## src/rtl/pipelined_csel_alu_pkg.sv

```systemverilog
// Shared constants and helpers for the pipelined carry-select ALU.
// B-input select encodings, block-count helper and saturation limits.
package pipelined_csel_alu_pkg;

  localparam logic [1:0] SEL_ZERO = 2'b00;
  localparam logic [1:0] SEL_B    = 2'b01;
  localparam logic [1:0] SEL_NB   = 2'b10;
  localparam logic [1:0] SEL_ONES = 2'b11;

  // Widest datapath the saturation helpers can describe.
  localparam int unsigned MaxWidth = 256;

  function automatic int unsigned calc_nblk(int unsigned width, int unsigned blk);
    return width / blk;
  endfunction

  // Largest positive two's-complement value of the given width (0x7F..F).
  function automatic logic [MaxWidth-1:0] sat_pos_limit(int unsigned width);
    return (MaxWidth'(1) << (width - 1)) - MaxWidth'(1);
  endfunction

  // Most negative two's-complement value of the given width (0x80..0).
  function automatic logic [MaxWidth-1:0] sat_neg_limit(int unsigned width);
    return MaxWidth'(1) << (width - 1);
  endfunction

endpackage

```

## src/rtl/csel_block.sv

```systemverilog
// One carry-select block: adds a and y for both possible carry-ins and also
// reports the carry into the block MSB for each case (needed for overflow).
module csel_block
  import pipelined_csel_alu_pkg::*;
#(
  parameter int unsigned BLK = 4
) (
  input  logic [BLK-1:0] a,
  input  logic [BLK-1:0] y,
  output logic [BLK-1:0] sum0,
  output logic [BLK-1:0] sum1,
  output logic           cout0,
  output logic           cout1,
  output logic           cmsb0,
  output logic           cmsb1
);

  always_comb begin
    {cout0, sum0} = {1'b0, a} + {1'b0, y};
    {cout1, sum1} = {1'b0, a} + {1'b0, y} + (BLK + 1)'(1);
    // Carry into the MSB falls out of the MSB sum bit: s = a ^ y ^ c.
    cmsb0 = a[BLK-1] ^ y[BLK-1] ^ sum0[BLK-1];
    cmsb1 = a[BLK-1] ^ y[BLK-1] ^ sum1[BLK-1];
  end

endmodule

```

## src/rtl/pipelined_csel_alu.sv

```systemverilog
// Two-stage pipelined carry-select A+Y+Cin unit with valid/ready on both sides.
// Optional saturation on signed overflow when PIPELINED_CSEL_ALU_SAT_EN is defined.
module pipelined_csel_alu
  import pipelined_csel_alu_pkg::*;
#(
  parameter int unsigned WIDTH = 32,
  parameter int unsigned BLK   = 4
) (
  input  logic             clk,
  input  logic             rst,
  input  logic             in_valid,
  output logic             in_ready,
  input  logic [WIDTH-1:0] A,
  input  logic [WIDTH-1:0] B,
  input  logic [1:0]       S,
  input  logic             Cin,
`ifdef PIPELINED_CSEL_ALU_SAT_EN
  input  logic             sat,
`endif
  output logic             out_valid,
  input  logic             out_ready,
  output logic [WIDTH-1:0] G,
  output logic             Cout,
  output logic             V,
  output logic             Z,
  output logic             N
);

  localparam int unsigned NBLK = calc_nblk(WIDTH, BLK);

  if ((WIDTH % BLK) != 0 || NBLK < 2) begin : g_bad_params
    $error("pipelined_csel_alu: WIDTH must be a multiple of BLK and at least 2*BLK");
  end

  // Stage 1 combinational: B-input select and per-block sums
  logic [WIDTH-1:0] y;

  always_comb begin
    y = '0;
    unique case (S)
      SEL_ZERO: y = '0;
      SEL_B:    y = B;
      SEL_NB:   y = ~B;
      SEL_ONES: y = '1;
    endcase
  end

  logic [BLK-1:0] b0_sum;
  logic           b0_cout;

  assign {b0_cout, b0_sum} = {1'b0, A[BLK-1:0]} + {1'b0, y[BLK-1:0]} + {{BLK{1'b0}}, Cin};

  logic [NBLK-1:1][BLK-1:0] nb_sum0, nb_sum1;
  logic [NBLK-1:1]          nb_cout0, nb_cout1, nb_cmsb0, nb_cmsb1;

  for (genvar k = 1; k < NBLK; k++) begin : g_blk
    csel_block #(
      .BLK(BLK)
    ) u_blk (
      .a    (A[k*BLK +: BLK]),
      .y    (y[k*BLK +: BLK]),
      .sum0 (nb_sum0[k]),
      .sum1 (nb_sum1[k]),
      .cout0(nb_cout0[k]),
      .cout1(nb_cout1[k]),
      .cmsb0(nb_cmsb0[k]),
      .cmsb1(nb_cmsb1[k])
    );
  end

  // Handshake
  logic s1_valid;
  logic s1_adv, s2_adv;

  assign s2_adv   = !out_valid || out_ready;
  assign s1_adv   = !s1_valid || s2_adv;
  assign in_ready = s1_adv;

  // Stage 1 registers
  logic [BLK-1:0]           s1_b0_sum;
  logic                     s1_b0_cout;
  logic [NBLK-1:1][BLK-1:0] s1_sum0, s1_sum1;
  logic [NBLK-1:1]          s1_cout0, s1_cout1, s1_cmsb0, s1_cmsb1;
`ifdef PIPELINED_CSEL_ALU_SAT_EN
  logic                     s1_sat, s1_a_msb;
`endif

  always_ff @(posedge clk) begin
    if (rst) begin
      s1_valid   <= 1'b0;
      s1_b0_sum  <= '0;
      s1_b0_cout <= 1'b0;
      s1_sum0    <= '0;
      s1_sum1    <= '0;
      s1_cout0   <= '0;
      s1_cout1   <= '0;
      s1_cmsb0   <= '0;
      s1_cmsb1   <= '0;
`ifdef PIPELINED_CSEL_ALU_SAT_EN
      s1_sat     <= 1'b0;
      s1_a_msb   <= 1'b0;
`endif
    end else if (s1_adv) begin
      s1_valid <= in_valid;
      if (in_valid) begin
        s1_b0_sum  <= b0_sum;
        s1_b0_cout <= b0_cout;
        s1_sum0    <= nb_sum0;
        s1_sum1    <= nb_sum1;
        s1_cout0   <= nb_cout0;
        s1_cout1   <= nb_cout1;
        s1_cmsb0   <= nb_cmsb0;
        s1_cmsb1   <= nb_cmsb1;
`ifdef PIPELINED_CSEL_ALU_SAT_EN
        s1_sat     <= sat;
        s1_a_msb   <= A[WIDTH-1];
`endif
      end
    end
  end

  // Only the top block's MSB carry feeds V; lower ones are kept for symmetry.
  if (NBLK > 2) begin : g_unused_cmsb
    logic unused_cmsb;
    assign unused_cmsb = ^{s1_cmsb0[NBLK-2:1], s1_cmsb1[NBLK-2:1]};
  end

  // Stage 2 combinational: ripple-select across blocks; c[k] is block k's carry-in
  logic [NBLK:1]    c;
  logic [WIDTH-1:0] g_sel, g_fin;
  logic             c_msb, v_sel;

  assign c[1]             = s1_b0_cout;
  assign g_sel[BLK-1:0]   = s1_b0_sum;

  for (genvar k = 1; k < NBLK; k++) begin : g_sel_chain
    assign g_sel[k*BLK +: BLK] = c[k] ? s1_sum1[k]  : s1_sum0[k];
    assign c[k+1]              = c[k] ? s1_cout1[k] : s1_cout0[k];
  end

  assign c_msb = c[NBLK-1] ? s1_cmsb1[NBLK-1] : s1_cmsb0[NBLK-1];
  assign v_sel = c[NBLK] ^ c_msb;

`ifdef PIPELINED_CSEL_ALU_SAT_EN
  localparam logic [WIDTH-1:0] SatPos = WIDTH'(sat_pos_limit(WIDTH));
  localparam logic [WIDTH-1:0] SatNeg = WIDTH'(sat_neg_limit(WIDTH));

  // Overflow direction follows A's sign: A and Y must share it to overflow.
  assign g_fin = (s1_sat && v_sel) ? (s1_a_msb ? SatNeg : SatPos) : g_sel;
`else
  assign g_fin = g_sel;
`endif

  // Stage 2 registers
  always_ff @(posedge clk) begin
    if (rst) begin
      out_valid <= 1'b0;
      G         <= '0;
      Cout      <= 1'b0;
      V         <= 1'b0;
      Z         <= 1'b0;
      N         <= 1'b0;
    end else if (s2_adv) begin
      out_valid <= s1_valid;
      if (s1_valid) begin
        G    <= g_fin;
        Cout <= c[NBLK];
        V    <= v_sel;
        Z    <= (g_fin == '0);
        N    <= g_fin[WIDTH-1];
      end
    end
  end

endmodule

```

## config.mk

```make
export PLATFORM = sky130hd
export DESIGN_NAME = pipelined_csel_alu
export DESIGN_NICKNAME = d
export VERILOG_FILES = /design/src/rtl/pipelined_csel_alu_pkg.sv /design/src/rtl/csel_block.sv /design/src/rtl/pipelined_csel_alu.sv
export SDC_FILE = /design/constraint.sdc
export NUM_CORES = 1
export LEC_CHECK = 0
export CAP_MARGIN = 20
export CORE_AREA = 4 4 115 117
export CTS_BUF_LIST = sky130_fd_sc_hd__clkbuf_16
export DETAILED_ROUTE_END_ITERATION = 12
export DIE_AREA = 0 0 119 121
export PLACE_DENSITY = 0.82
export SLEW_MARGIN = 20
export SYNTH_ARGS = -nofsm -noshare
export SYNTH_HDL_FRONTEND = slang
export SYNTH_HIERARCHICAL = 1
export SYNTH_SLANG_ARGS = --single-unit
```

## constraint.sdc

```tcl
create_clock -name clk -period 4.5 [get_ports clk]
set_clock_uncertainty 0.05 [all_clocks]
set_input_delay 0.9 -clock clk [delete_from_list [all_inputs] [get_ports clk]]
set_output_delay 0.9 -clock clk [all_outputs]
set_load 0.005 [all_outputs]
```

# Word-level counts from Yosys, hierarchy flattened
# Index checks and enable logic that the tools add are counted.
[word_totals]
inputBits = 71
register_bits = 127
[op_classes]
n_bitwise = 23
addsub = 16
n_reduce_logical = 8
muxes = 16
eq_ne = 3
[op_table]
columns = ["operator", "n"]
rows = [
  ["$pmux W32 S4", 1],
  ["$add A4 B4 Y5", 8],
  ["$add A5 B1 Y5 const B", 7],
  ["$logic_not A32 Y1", 1],
  ["$not A32 Y32", 1],
  ["$mux W4", 7],
  ["$xor A1 B1 Y1", 22],
  ["$mux W1", 8],
  ["$add A5 B1 Y5", 1],
  ["$eq A2 B2 Y1 const B", 2],
  ["$reduce_and A2 Y1", 2],
  ["$eq A2 B1 Y1 const B", 1],
  ["$logic_not A1 Y1", 2],
  ["$logic_not A2 Y1", 1],
  ["$logic_or A1 B1 Y1", 2],
]

# Logic depth before layout (Yosys ltp)
[logic_depth]
depth_word = 8
mapped_depth = 10
depth_no_buf = 9

# Cells and area by module
# The synthesis kept the hierarchy.
[by_module_without_submodules]
columns = ["mod", "seq_area_each_um2", "area_each_um2", "instances", "cells_each"]
rows = [
  ["pipelined_csel_alu", 2282.2, 5019.8, 1, 590],
  ["csel_block", 0.0, 210.2, 7, 22],
]

# Least setup slack after synthesis
# Ideal clock, no wire load.
[synth_timing]
path_kind = "flip-flop to flip-flop"
startpoint = "reg s1_b0_cout"
endpoint = "reg V"
n_path_buf = 1
stages_incl_launch_ff = 10
t_arrival_ps = 3367
required_ps = 4330
synth_period_minus_slack_ps = 3537
setup_slack_ps = 963
cell_sequence = "dfxtp_1 -> buf_6 -> mux2i_4 -> mux2i_4 -> mux2i_4 -> mux2i_4 -> mux2i_4 -> mux2i_4 -> nor4_1 -> a211o_2"
[synth_between]
elab_chain_len = 8
word_cells_on_any_way = 9
classes_between = "mux (8); bitwise (1)"
[synth_lines]
columns = ["item", "line", "rtl"]
rows = [
  ["start: declaration", "pipelined_csel_alu.sv:81", "logic s1_b0_cout;"],
  ["start signal: assignment", "pipelined_csel_alu.sv:107", "s1_b0_cout <= b0_cout;"],
  ["$mux W1 (*) (6 in series)", "pipelined_csel_alu.sv:138", "assign c[k+1] = c[k] ? s1_cout1[k] : s1_cout0[k];"],
  ["$mux W1, on equally long branches", "pipelined_csel_alu.sv:138, pipelined_csel_alu.sv:141", ""],
  ["$xor A1 B1 Y1 (*)", "pipelined_csel_alu.sv:142", "assign v_sel = c[NBLK] ^ c_msb;"],
  ["end signal: assignment", "pipelined_csel_alu.sv:168", "V <= v_sel;"],
  ["end: declaration", "pipelined_csel_alu.sv:24", "output logic V,"],
]
# Mark *: on every way between the ends. The rest lies on a longest branch, timed or not.
# A chain may end at the register's enable or synchronous reset.

# Worst setup path in the final report
[layout_timing]
startpoint = "reg s1_b0_cout"
endpoint = "reg Z"
[layout_between]
elab_chain_len = 8
word_cells_on_any_way = 14
classes_between = "mux (13); reduce/logical (1)"
[layout_lines]
columns = ["item", "line", "rtl"]
rows = [
  ["$mux W1 (6 in series)", "pipelined_csel_alu.sv:138", ""],
  ["$mux W4", "pipelined_csel_alu.sv:137", "assign g_sel[k*BLK +: BLK] = c[k] ? s1_sum1[k] : s1_sum0[k];"],
  ["$logic_not A32 Y1 (*)", "pipelined_csel_alu.sv:169", "Z <= (g_fin == '0);"],
  ["end signal: assignment", "pipelined_csel_alu.sv:169", ""],
  ["end: declaration", "pipelined_csel_alu.sv:25", "output logic Z,"],
]
# Marked as above.

==> run_results.csv <==
group,metric,value,unit
floorplanning,dieWidth,119,microns
critical_path,crit_slowest_cell,"dfxtp_1",
flow_run,drv_cap,0,
timing,slew_headroom,0.437,
clocking,htree_levels,4,
floorplanning,die_h,121,microns
layout,diodes,0,
drt,via_count,5406,
layout,nets,945,
clocking,cts_sinks,114,
power,powerDensity,396,nW/um^2
critical_path,path_cells,"mux2i_4 > mux2i_4 > mux2i_4 > mux2i_4 > mux2i_4 > mux2i_4 > mux2i_1 > o31ai_1",
timing,post-route-period-util,0.857,
timing,final_max_slew_viol_count,0,
clocking,cts_tree,"yes",
global_routing,grt_pass1_wl,25.6,mm
floorplanning,dieArea,14400,sq um
yosys,synthesis.nets,856,
power,p_seq_frac,0.365,
timing,rsz0062_at_grt,"no",
floorplanning,core_area,12400,sq um
drt,via_per_inst,5.34,
clocking,numCtsBuffers,17,
critical_path,worstPathRequired,4770,ps
clocking,root_buffer,"clkbuf_16",
layout,syn2layout_area_growth,27.4,%
layout,seq_area,2280,sq um
yosys,syn_area,6470,sq um
drt,wl_per_cell,15.2,microns
layout,fillCellCount,960,
floorplanning,rows,41,
place,post-dp-hpwl,10.9,mm
critical_path,arrival,4120,ps
floorplanning,floorplan.initialDensity,0.523,
clocking,clockBufferDepth,2,
timing,max_freq,0.259,GHz
critical_path,crit_top_cell,"mux2i_4",
clocking,worstSkewPairLatency,410,ps
critical_path,worst_setup_path_end_kind,"flop",
timing,finalHoldViolCount,0,
clocking,hold_buffers,0,
status,outcome,"finished, final reports clean",
place,dp_slack,683,ps
drt,drtIter0Drc,365,
power,power_frac_comb,0.234,
clocking,post-cts-setup-buffer-count,0,
timing,tightest_slew,844,ps
critical_path,worst_setup_path_start_kind,"flop",
global_routing,grt_remaining_overflow,0,
place,gp_congestion,0.819,
critical_path,cp_max_fo,9,
clocking,cts_resized,0,
drt,first_pass_iters,4,
power,p_int,2.34,mW
floorplanning,boundaryPins,109,
hold_path,hp-class,"flop to flop",
global_routing,grt_max_degree,81,
yosys,synth_warnings,6,
power,switching_share,0.283,
layout,drive_gt1_frac,0.118,
drt,routed_wirelength,15.3,mm
drt,route.detailed.drc,0,
power,switchingPower,921,uW
timing,setup_viol,0,
yosys,synth_area_per_cell,8.77,sq um
layout,multi_input_area,3970,sq um
timing,finalCriticalPeriod,3860,ps
critical_path,criticalPathCategory,"flop to flop",
global_routing,first_global_vias,5343,
power,power_leakage,3.40,nW
critical_path,slowest_delay,560,ps
global_routing,grt_usage,0.217,
global_routing,antenna_found_initial,0,
place,io_buffers,108,
timing,fin_setup_tns,0,ps
drt,ant_nets,0,
power,pwr-share-clk,0.401,
clocking,cts.clk_slew.worst_paths,50,ps
timing,finalWorstSetupSlack,642,ps
power,vdd_ir_drop_max,265,uV
yosys,synthCells,738,
[critical path, delay by kind of cell (launching register included)]
| kind | cells | cell delay [ps] |
|---|---|---|
| muxes | 7 | 2880 |
| AOI/OAI and AO/OA | 1 | 260 |
| DFF | 1 | 560 |
[final timing paths]
kind,startpoint,end,slack (ps),cells after the start
min reg2reg,G[1],G[1],400,2
max reg2reg,s1_b0_cout,Z,640,8
min,G[1],G[1],400,2
max,s1_b0_cout,Z,640,8
[metrics by stage]
stage / hold slack (ps) / total power [mW] / util / cells / area, sq um
final: 401 / 3.26 / 0.666 / 1012 / 8240
after global routing: 435 / 3.41 / 0.666 / 1012 / 8240
after CTS: 406 / 3.27 / 0.666 / 1012 / 8240
after detailed placement: 399 / 1.96 / 0.620 / 980 / 7660
after global placement: 394 / 1.94 / 0.620 / 980 / 7660
after floorplan: 382 / 1.72 / - / 738 / 6470
[cell type report]
cell class | instances | area share
multi-input cells | 566 | 0.482
flip-flops and latches | 114 | 0.277
repair buffers | 116 | 0.140
clock buffers | 17 | 0.0516
well taps | 172 | 0.0261
clock inverters | 15 | 0.0182
inverters | 12 | 0.00547
[layout by cell type, fill, tap and decap left out, types with 3 or more instances in the layout]
| master | count |
|---|---|
| xor2_2 | 7 |
| inv_1 | 14 |
| a211oi_1 | 31 |
| nand3b_1 | 8 |
| xnor2_1 | 18 |
| a21oi_2 | 7 |
| nand2_1 | 160 |
| nor2_1 | 38 |
| buf_4 | 8 |
| clkbuf_16 | 17 |
| a21o_1 | 22 |
| o41ai_1 | 3 |
| fa_1 | 9 |
| mux2_2 | 38 |
| xor2_1 | 21 |
| clkinv_1 | 3 |
| nor3_1 | 6 |
| ha_1 | 38 |
| o31ai_1 | 3 |
| mux2i_1 | 30 |
| o21ai_0 | 5 |
| dfxtp_1 | 114 |
| nand3_1 | 14 |
| nor4_1 | 7 |
| a21oi_1 | 82 |
| clkinv_2 | 5 |
| mux2i_4 | 6 |
| nor3b_1 | 3 |
| clkdlybuf4s50_1 | 107 |
| bufinv_16 | 3 |
[metal layers]
metal | up-vias | global-route usage | wire [microns]
met4 | 0 | 0.0768 | 236
met5 | - | 0 | 0
met1 | 2516 | 0.297 | 7270
li1 | 2734 | - | -
met3 | 19 | 0.0541 | 770
met2 | 137 | 0.334 | 7060
[sequential cells by signal, summed over array words and instances, names as in the netlist]
name        count
G              32
s1_sum0        28
s1_sum1        28
s1_cout0        7
s1_cout1        7
s1_b0_sum       4
Cout            1
V               1
Z               1
out_valid       1
s1_b0_cout      1
s1_cmsb0        1
s1_cmsb1        1
s1_valid        1
[power groups by stage]
stage / Sequential [mW] / Combinational, mW / Clock [mW]
after floorplan: 1.18 / 0.536 / 0
after global placement: 1.20 / 0.733 / 0
after detailed placement: 1.21 / 0.749 / 0
after CTS: 1.19 / 0.763 / 1.32
after global routing: 1.20 / 0.847 / 1.37
final: 1.19 / 0.762 / 1.31
No activity file was read; power rests on OpenSTA's default activity.
